### src/rtl/imem_loader.sv
// Boot-time program loader: assembles a little-endian byte stream into 32-bit
// words, writes them to consecutive imem addresses and holds the core until done.
module imem_loader #(
    parameter int unsigned ADDR_W = 8,
    parameter int unsigned LEN_W  = 9
) (
    input  logic              clk,
    input  logic              rst,
    input  logic              start,
    input  logic [LEN_W-1:0]  len_words,
    input  logic              byte_valid,
    input  logic [7:0]        byte_data,
    output logic              byte_ready,
    output logic              imem_en,
    output logic [ADDR_W-1:0] imem_addr,
    output logic [31:0]       imem_data,
    output logic              core_hold,
    output logic              busy,
    output logic              done,
    output logic              err
);

    localparam int unsigned MAX_LEN = 1 << ADDR_W;

    typedef enum logic [1:0] {
        IDLE  = 2'd0,
        RECV  = 2'd1,
        WRITE = 2'd2,
        DONE  = 2'd3
    } state_t;

    state_t            state_q, state_d;
    logic [1:0]        byte_cnt_q, byte_cnt_d;
    logic [LEN_W-1:0]  word_cnt_q, word_cnt_d;
    logic [LEN_W-1:0]  len_q, len_d;
    logic [23:0]       word_q, word_d;
    logic [ADDR_W-1:0] addr_d;
    logic [31:0]       data_d;
    logic              hold_d, busy_d, done_d, err_d;
    logic              len_ok;
    logic              last_word;

    assign len_ok     = (len_words != '0) && (len_words <= LEN_W'(MAX_LEN));
    assign last_word  = (word_cnt_q + LEN_W'(1)) == len_q;
    assign byte_ready = (state_q == RECV);
    assign imem_en    = (state_q == WRITE);

    // Next-state and next-output decode; the top byte goes straight into the write data.
    always_comb begin
        state_d    = state_q;
        byte_cnt_d = byte_cnt_q;
        word_cnt_d = word_cnt_q;
        len_d      = len_q;
        word_d     = word_q;
        addr_d     = imem_addr;
        data_d     = imem_data;
        hold_d     = core_hold;
        busy_d     = busy;
        done_d     = done;
        err_d      = 1'b0;

        case (state_q)
            IDLE, DONE: begin
                if (start) begin
                    if (len_ok) begin
                        state_d    = RECV;
                        len_d      = len_words;
                        byte_cnt_d = '0;
                        word_cnt_d = '0;
                        hold_d     = 1'b1;
                        busy_d     = 1'b1;
                        done_d     = 1'b0;
                    end else begin
                        err_d = 1'b1;
                    end
                end
            end
            RECV: begin
                if (byte_valid) begin
                    byte_cnt_d = byte_cnt_q + 2'd1;
                    case (byte_cnt_q)
                        2'd0:    word_d[7:0]   = byte_data;
                        2'd1:    word_d[15:8]  = byte_data;
                        2'd2:    word_d[23:16] = byte_data;
                        default: begin
                            state_d = WRITE;
                            addr_d  = word_cnt_q[ADDR_W-1:0];
                            data_d  = {byte_data, word_q};
                        end
                    endcase
                end
            end
            WRITE: begin
                word_cnt_d = word_cnt_q + LEN_W'(1);
                if (last_word) begin
                    state_d = DONE;
                    hold_d  = 1'b0;
                    busy_d  = 1'b0;
                    done_d  = 1'b1;
                end else begin
                    state_d = RECV;
                end
            end
            default: state_d = IDLE;
        endcase
    end

    always_ff @(posedge clk or negedge rst) begin
        if (!rst) begin
            state_q    <= IDLE;
            byte_cnt_q <= '0;
            word_cnt_q <= '0;
            len_q      <= '0;
            word_q     <= '0;
            imem_addr  <= '0;
            imem_data  <= '0;
            core_hold  <= 1'b1;
            busy       <= 1'b0;
            done       <= 1'b0;
            err        <= 1'b0;
        end else begin
            state_q    <= state_d;
            byte_cnt_q <= byte_cnt_d;
            word_cnt_q <= word_cnt_d;
            len_q      <= len_d;
            word_q     <= word_d;
            imem_addr  <= addr_d;
            imem_data  <= data_d;
            core_hold  <= hold_d;
            busy       <= busy_d;
            done       <= done_d;
            err        <= err_d;
        end
    end

endmodule
### config.mk
export PLATFORM = sky130hd
export DESIGN_NAME = imem_loader
export DESIGN_NICKNAME = d
export VERILOG_FILES = /design/src/rtl/imem_loader.sv
export SDC_FILE = /design/constraint.sdc
export NUM_CORES = 1
export LEC_CHECK = 0
export ABC_CLOCK_PERIOD_IN_PS = 3570
export CAP_MARGIN = 20
export CORE_MARGIN = 2
export CORE_UTILIZATION = 49
export DETAILED_ROUTE_END_ITERATION = 10
export GPL_TIMING_DRIVEN = 0
export MAX_ROUTING_LAYER = met4
export PLACE_DENSITY = 0.75
export SYNTH_ARGS = -nofsm -noshare
export SYNTH_HDL_FRONTEND = slang
export SYNTH_SLANG_ARGS = --single-unit
export TNS_END_PERCENT = 20
### constraint.sdc
create_clock -name clk -period 3.57 [get_ports clk]
set_clock_uncertainty 0.15 [all_clocks]
set_input_delay 0.5355 -clock clk [delete_from_list [all_inputs] [get_ports clk]]
set_output_delay 0.5355 -clock clk [all_outputs]
set_load 0.05 [all_outputs]
# Word-level counts from Yosys, hierarchy flattened
# Index checks and enable logic that the tools add are counted.
# totals
regBits	90
in_bits	21
output_inout_bits	46
elab_cells	69
# classes
n_lt_le_gt_ge	1
n_bitwise	1
mux	24
n_reduce_logical	17
add_sub_neg	2
eq_ne	11
# op_table
cell	n
two-way mux 9 bit	2
case mux 9 bit (2 select lines)	1
AND reduction 3 bit	6
two-way mux 2 bit	8
AND reduction 4 bit	3
adder 9 x 1 -> 9 bit, second input constant	1
equality test 9 bit	1
less-or-equal comparator 9 bit, second input constant	1
two-way mux 1 bit	9
nonzero test 9 bit	1
!= test 2 bit, second input constant	4
equality test 2 bit, second input constant	3
case mux 2 bit (3 select lines)	1
equality test 2 x 1 -> 1 bit, second input constant	2
zero test 2 bit	2
case mux 1 bit (2 select lines)	2
case mux 2 bit (2 select lines)	1
nonzero test 2 bit	2
OR reduction 3 bit	1
adder 2 x 1 -> 2 bit, second input constant	1
!= test 2 x 1 -> 1 bit, second input constant	1
OR reduction 2 bit	1
logical AND 1 bit	1
NOT 1 bit	1

# Logic depth before layout (Yosys ltp)
# Gate-level depths: netlist (run 1).
# depth
depth_word	5
mapped_depth	8
depth_no_buf	7

# Least setup slack after synthesis (run 1)
# Ideal clock, no wire load.
# synth_timing
path_type	in2reg
from	input port len_words[1]
to	register len_q[2]
t_required_ps	3293
arrival_time_ps	2130
path_stages	5
n_path_buf	1
slack_ps	1162
setup_ps	127
cell_sequence	or4_1 > or3_1 > and3_4 > buf_6 > mux2_1
# synth_between
elab_chain_cells	3
elab_cells_between_ends	4
cone_classes	order compare: 1; reduce/logical: 3
# synth_lines
item	line_no	rtl
start, declared	10	input logic [LEN_W-1:0] len_words,
less-or-equal comparator 9 bit / nonzero test 9 bit (equally long branches)	43	assign len_ok = (len_words != '0) && (len_words <= LEN_W'(MAX_LEN));
logical AND 1 bit (*)	43	
AND reduction 3 bit (no line) (*)	n/a	
end signal, assigned	125	len_q <= len_d;
end, declared	35	logic [LEN_W-1:0] len_q, len_d;
# Every way passes the cells marked *; elsewhere a longest branch is shown, timed or not.
# A chain may end at the register's enable or synchronous reset.

# Worst setup path in the final report (run 1)
# layout_timing
from	input port len_words[1]
to	register word_cnt_q[1]
# layout_between
elab_chain_cells	4
elab_cells_between_ends	5
cone_classes	order compare: 1; eq/ne: 1; reduce/logical: 3
# layout_lines
item	line_no	rtl
less-or-equal comparator 9 bit / nonzero test 9 bit (equally long branches)	43	
logical AND 1 bit (*)	43	
!= test 2 bit (no line) (*)	n/a	
AND reduction 3 bit (no line) (*)	n/a	
end signal, assigned	124	word_cnt_q <= word_cnt_d;
end, declared	34	logic [LEN_W-1:0] word_cnt_q, word_cnt_d;
# Marked as above.

==> results.json, run 1 <==
{
  "final_cell_mix": "dfrtp_1, clkdlybuf4s50_1, mux2_2",
  "dr.pass1.iters": 4,
  "synthFlopType": "dfrtp_1",
  "reg2reg_slack_ns": 0.99,
  "worst_ep_required_time_ns": 3.66,
  "relSlewSlack_pct": 52.7,
  "ys_warn_count": 0,
  "cp.depth": 6,
  "cp-start-kind": "input port",
  "die_h_um": 94.0,
  "dp.cells": 466,
  "fin_nets": 405,
  "antenna_found_initial": 0,
  "r2r_start": "word_cnt_q[0]$_DFFE_PN0P_",
  "seq_area_frac_synth_pct": 56.8,
  "finalCritPeriodShare_pct": 75.7,
  "setup_viol": 0,
  "cts_buffer_depth": 2,
  "grt-ovfl-total": 0,
  "cts-hold-fix-buffers": 1,
  "grt_pass1_wl_um": 12900,
  "syn_inst": 298,
  "synth_edf_count": 0,
  "hold_slack_ns": 0.335,
  "rsz0062_at_grt": "no",
  "finalHoldViolCount": 0,
  "cts_resized": 0,
  "drt-wirelength-per-cell_um": 16.2,
  "synth_area_leaders": "dfrtp_1, mux2_2, ha_1, mux2_1, xnor2_1",
  "reg2reg_depth": 6,
  "maxCapViolations": 0,
  "dieWidth_um": 94.0,
  "final_cells": 483,
  "drive_above_1_share_pct": 24.7,
  "crit_buf_inv": 2,
  "avgSynthCellArea_um2": 13.3,
  "endpoint": "word_cnt_q[1]$_DFFE_PN0P_",
  "max_stage_delay_ns": 0.62,
  "vias": 2622,
  "p_leak_nw": 2.17,
  "power.density_nw_per_um2": 890,
  "syn_nets": 327,
  "via_per_inst": 5.43,
  "clk_pin_slew_ns": 0.09,
  "io_pins": 67,
  "diodes": 0,
  "critPathArrivalTime_ns": 2.80,
  "coreArea_um2": 7770,
  "path_class": "input port to flop",
  "fmax_mhz": 370,
  "final_common_cell": "dfrtp_1",
  "status": "completed",
  "synth.largest_area_cell": "dfrtp_1",
  "cts_made_buffers": 9,
  "initial_core_util_pct": 51.1,
  "postCtsSetupBuffers": 0,
  "nFillCells": 626,
  "cp_cell_sequence": "clkdlybuf4s50_1 > or4_1 > o2111ai_1 > nand3_1 > buf_2 > a22o_1",
  "root_buffer": "clkbuf_8",
  "slowest_stage": "or4_1",
  "cts_sinks": 90,
  "path_delay_family": "simple AND/OR/NAND/NOR gates",
  "critPathMaxFanout": 10,
  "ys_ff_latch": 90,
  "drc": 0,
  "drt_iter0_drc": 97,
  "htree_num_levels": 3,
  "fin_crit_ns": 2.70,
  "rows": 32,
  "syn-cell-area_um2": 3970,
  "ir_drop_v": 0.000447,
  "synthArstFlopShare_pct": 100,
  "yosysUniqueCellTypes": 47,
  "port_buffers": 65,
  "gp_congestion": 0.872,
  "grt_use_total_pct": 19.7,
  "grt_pass1_vias": 2640,
  "area_growth_pct": 26.1,
  "ant_nets": 0,
  "grt_start_max_net_pins": 71,
  "tritoncts": "done",
  "fin_setup_tns_ns": 0,
  "hold_class": "flop to flop",
  "yosysTopAreaCellShare_pct": 56.1,
  "maxSlewViolCount": 0,
  "routed_wirelength_um": 7820,
  "dieArea_um2": 8830,
  "place_hpwl_um": 5570,
  "crit_start": "len_words[1]",
  "worst_pin_slew_ns": 0.709,
  "clock_latency_ns": 0.35,
  "cp-end-kind": "flop",
  "worstReg2RegEnd": "state_q[1]$_DFFE_PN0P_"
}
## registers in the layout, summed over array words and instances, names as in the netlist, 2 cells and up
signal / flops
imem_data: 32
word_q: 24
len_q: 9
word_cnt_q: 9
imem_addr: 8
byte_cnt_q: 2
state_q: 2
## cell type report
type | count | area, um^2 | share of cell area, %
sequential | 90 | 2250 | 45.0
multi-input combinational | 185 | 1620 | 32.3
timing repair buffer | 67 | 686 | 13.7
clock buffer | 10 | 128 | 2.55
tap | 102 | 128 | 2.55
clock inverter | 6 | 96.3 | 1.93
inverter | 14 | 52.6 | 1.05
buffer | 9 | 43.8 | 0.875
## kinds of logic (layout without fill, tap and decap cells)
family                   count (synthesis)  in the layout  share of synthesized area (%)
XOR/XNOR                                12             12                           2.65
AO/OA/AOI/OAI                           46             46                           8.64
AND/OR/NAND/NOR                         47             47                           6.56
adder cells (fa/ha/maj)                  8              8                           2.52
flip-flops                              90             90                           56.8
buffers and inverters                   23            106                           2.43
multiplexers                            72             72                           20.4
## synthesized netlist by cell type, types with 2 or more instances
cell type  instances
ha_1               8
inv_1             13
o21ai_1            4
or4_4              2
mux2_1             8
buf_2              2
o21ai_0            8
a31oi_1            3
nand2_1           13
xor2_1             2
or3_1              3
dfrtp_1           89
a21o_1             2
nor2_1             7
mux2_2            63
xnor2_1           10
a22o_1             6
clkbuf_1           6
nand3_1           12
a21oi_1           10
## how the worst min path moves through the flow
stage / slack, ns / end / start / depth (start not counted)
after floorplan: 0.09 / busy$_DFFE_PN0P_ / rst / 0
after global placement: 0.31 / imem_addr[7]$_DFFE_PN0P_ / imem_addr[7]$_DFFE_PN0P_ / 2
after detailed placement: 0.30 / err$_DFF_PN0_ / rst / 1
after CTS: 0.34 / imem_addr[7]$_DFFE_PN0P_ / imem_addr[7]$_DFFE_PN0P_ / 2
after global routing: 0.36 / imem_addr[4]$_DFFE_PN0P_ / imem_addr[4]$_DFFE_PN0P_ / 2
final: 0.33 / imem_addr[4]$_DFFE_PN0P_ / imem_addr[4]$_DFFE_PN0P_ / 2
## per-layer routing
metal | global-route usage (%) | vias up | part of all wire [%]
li1 | - | 1239 | -
met1 | 27.7 | 1310 | 48
met2 | 28.9 | 61 | 47
met3 | 2.65 | 12 | 3.2
met4 | 8.57 | 0 | 2.2
met5 | - | - | 0
## tightest hold or removal path, stage by stage (launching register included)
cell     delay (ns)
dfrtp_1        0.35
nand2_1        0.04
o21ai_0        0.06
## per-stage QoR
stage                     utilization (%)  total power, mW  worst slack (ns)  instance area, um^2
after floorplan                         -             3.07              1.16                 3970
after global placement               61.1             3.66             -1.38                 4750
after detailed placement             61.4             3.72             0.545                 4770
after CTS                            64.4             4.49             0.903                 5000
after global routing                 64.4             4.70             0.765                 5000
final                                64.4             4.45             0.866                 5000
## where the power goes
part	internal [mW]	switching, mW
clock	0.405	0.368
sequential	1.43	0.232
combinational	0.830	1.19
(Power assumes the default switching activity.)
==> run 2, diff against run 1 <==
--- a/config.mk
+++ b/config.mk
@@ -5,7 +5,7 @@
 export SDC_FILE = /design/constraint.sdc
 export NUM_CORES = 1
 export LEC_CHECK = 0
-export ABC_CLOCK_PERIOD_IN_PS = 3570
+export ABC_CLOCK_PERIOD_IN_PS = 2600
 export CAP_MARGIN = 20
 export CORE_MARGIN = 2
 export CORE_UTILIZATION = 49
==> constraint.sdc (replaced) <==
create_clock -name clk -period 2.6 [get_ports clk]
set_clock_uncertainty 0.15 [all_clocks]
set_input_delay 0.39 -clock clk [delete_from_list [all_inputs] [get_ports clk]]
set_output_delay 0.39 -clock clk [all_outputs]
set_load 0.05 [all_outputs]
==> run 2 against run 1 <==
Utilization grew 0.097 points. Sequential power grew 37%. Clock-buffer cell count stayed put. Power grew 37%. Critical endpoint is now state_q[1]$_DFFE_PN0P_. Final cell count is the same. Worst hold slack lost 0.019 ns. Combinational power is 37% higher. Cell area up 0.15%. First-iteration DRC count rose by 10%. Critical path depth stayed put. Sequential cell count unchanged. Non-clock buffer count unchanged. Highest routed layer unchanged.
==> results.json, run 2 (synthesis results as in run 1) <==
{
  "maxSlewViolCount": 0,
  "cts_sinks": 90,
  "reg_top3": "imem_data (32), word_q (24)",
  "drt-wirelength-per-cell_um": 16.2,
  "area_growth_pct": 26.3,
  "vias": 2606,
  "clock_latency_ns": 0.35,
  "ir_drop_v": 0.000614,
  "dp.cells": 466,
  "gp_congestion": 0.872,
  "largest_register_ffs": 32,
  "power.total_mw": 6.12,
  "fin_crit_ns": 2.53,
  "dieArea_um2": 8830,
  "cp-end-kind": "flop",
  "dr.pass1.iters": 4,
  "worst_pin_slew_ns": 0.712,
  "grt_pass1_vias": 2640,
  "ant_nets": 0,
  "critPathMaxFanout": 5,
  "cts_made_buffers": 9,
  "status": "completed",
  "diodes": 0,
  "regMostFlops": "imem_data",
  "final_cells": 483,
  "final_common_cell": "dfrtp_1",
  "htree_num_levels": 3,
  "finalCritPeriodShare_pct": 97.3,
  "maxCapViolations": 0,
  "tritoncts": "done",
  "cp-start-kind": "input port",
  "cts_buffer_depth": 2,
  "setup_viol": 0,
  "final_cell_mix": "dfrtp_1, clkdlybuf4s50_1, mux2_2",
  "finalHoldViolCount": 0,
  "place_hpwl_um": 5570,
  "worst_ep_required_time_ns": 2.73,
  "power.density_nw_per_um2": 1220,
  "initial_core_util_pct": 51.1,
  "antenna_found_initial": 0,
  "dieWidth_um": 94.0,
  "coreArea_um2": 7770,
  "grt_use_total_pct": 19.7,
  "io_pins": 67,
  "hold_slack_ns": 0.316,
  "rsz0062_at_grt": "yes",
  "clk_pin_slew_ns": 0.09,
  "grt-ovfl-total": 0,
  "p_leak_nw": 2.18,
  "final_area_um2": 5010,
  "critPathArrivalTime_ns": 2.66,
  "port_buffers": 65,
  "hold_class": "input port to async pin",
  "grt_pass1_wl_um": 12900,
  "fin_nets": 405,
  "path_class": "input port to flop",
  "root_buffer": "clkbuf_8",
  "grt_start_max_net_pins": 71,
  "via_per_inst": 5.40,
  "relSlewSlack_pct": 52.5,
  "routed_wirelength_um": 7820,
  "fmax_mhz": 395,
  "placed_area_um2": 4770,
  "fin_setup_tns_ns": 0,
  "drive_above_1_share_pct": 25.2,
  "die_h_um": 94.0,
  "drt_iter0_drc": 107,
  "drc": 0,
  "rows": 32
}
-- run 2: cell counts in the layout (fill, tap and decap cells not counted) --
Identical to the previous run, type by type.
-- run 2: worst paths after layout --
path	cells past startpoint	to	slack (ns)	from
min reg2reg	2	imem_addr[4]$_DFFE_PN0P_	0.33	imem_addr[4]$_DFFE_PN0P_
max reg2reg	6	state_q[1]$_DFFE_PN0P_	0.12	word_cnt_q[0]$_DFFE_PN0P_
min in group clk	2	byte_cnt_q[0]$_DFFE_PN0P_	0.32	byte_valid
min	2	done$_DFFE_PN0P_	0.32	rst
max in group asynchronous	3	imem_addr[0]$_DFFE_PN0P_	1.35	rst
max	6	state_q[1]$_DFFE_PN0P_	0.07	len_words[1]
-- run 2: stage by stage --
step | utilization [%] | worst slack (ns)
global placement | 61.1 | -2.21
floorplan | - | 0.292
global route | 64.5 | -0.0589
CTS | 64.4 | 0.0242
finish | 64.5 | 0.0714
detailed placement | 61.4 | -0.280
-- run 2: timing repair --
action | 4_1_cts | 5_1_grt
setup endpoints to repair | 0 | 12
setup buffers | 0 | 0
resized for setup | 0 | 2
hold buffers | 1 | 0
endpoints found under the hold margin | 20 | 0
-- run 2: final cells by class --
cell class / count / area [um^2]
tap: 102 / 128
buffer: 9 / 43.8
fill: 624 / 2760
clock inverter: 6 / 96.3
sequential: 90 / 2250
timing repair buffer: 67 / 686
inverter: 14 / 52.6
multi-input combinational: 185 / 1630
clock buffer: 10 / 128
-- run 2: layer usage --
layer	track usage [%]	part of all wire [%]	vias to the layer above
li1	-	-	1239
met5	-	0	-
met3	2.65	3.4	12
met1	27.7	48	1294
met4	8.57	2.3	0
met2	28.9	46	61
-- run 2: critical path, cell delays in order --
cell and delay [ns]:
clkdlybuf4s50_1 0.44, or4_1 0.62, or3_1 0.42, a31oi_1 0.46
a22o_1 0.23, a31o_1 0.10
-- run 2: where the power goes --
group / internal (mW) / switching, mW
sequential: 1.96 / 0.319
clock: 0.556 / 0.507
combinational: 1.14 / 1.63
total: 3.66 / 2.46
==> run 3, diff against run 2 <==
--- a/config.mk
+++ b/config.mk
@@ -9,6 +9,7 @@
 export CAP_MARGIN = 20
 export CORE_MARGIN = 2
 export CORE_UTILIZATION = 49
+export CTS_CLUSTER_SIZE = 12
 export DETAILED_ROUTE_END_ITERATION = 10
 export GPL_TIMING_DRIVEN = 0
 export MAX_ROUTING_LAYER = met4
==> results of run 3 <==
Same layout as run 2: the final DEF is identical, and so are final timing and power.
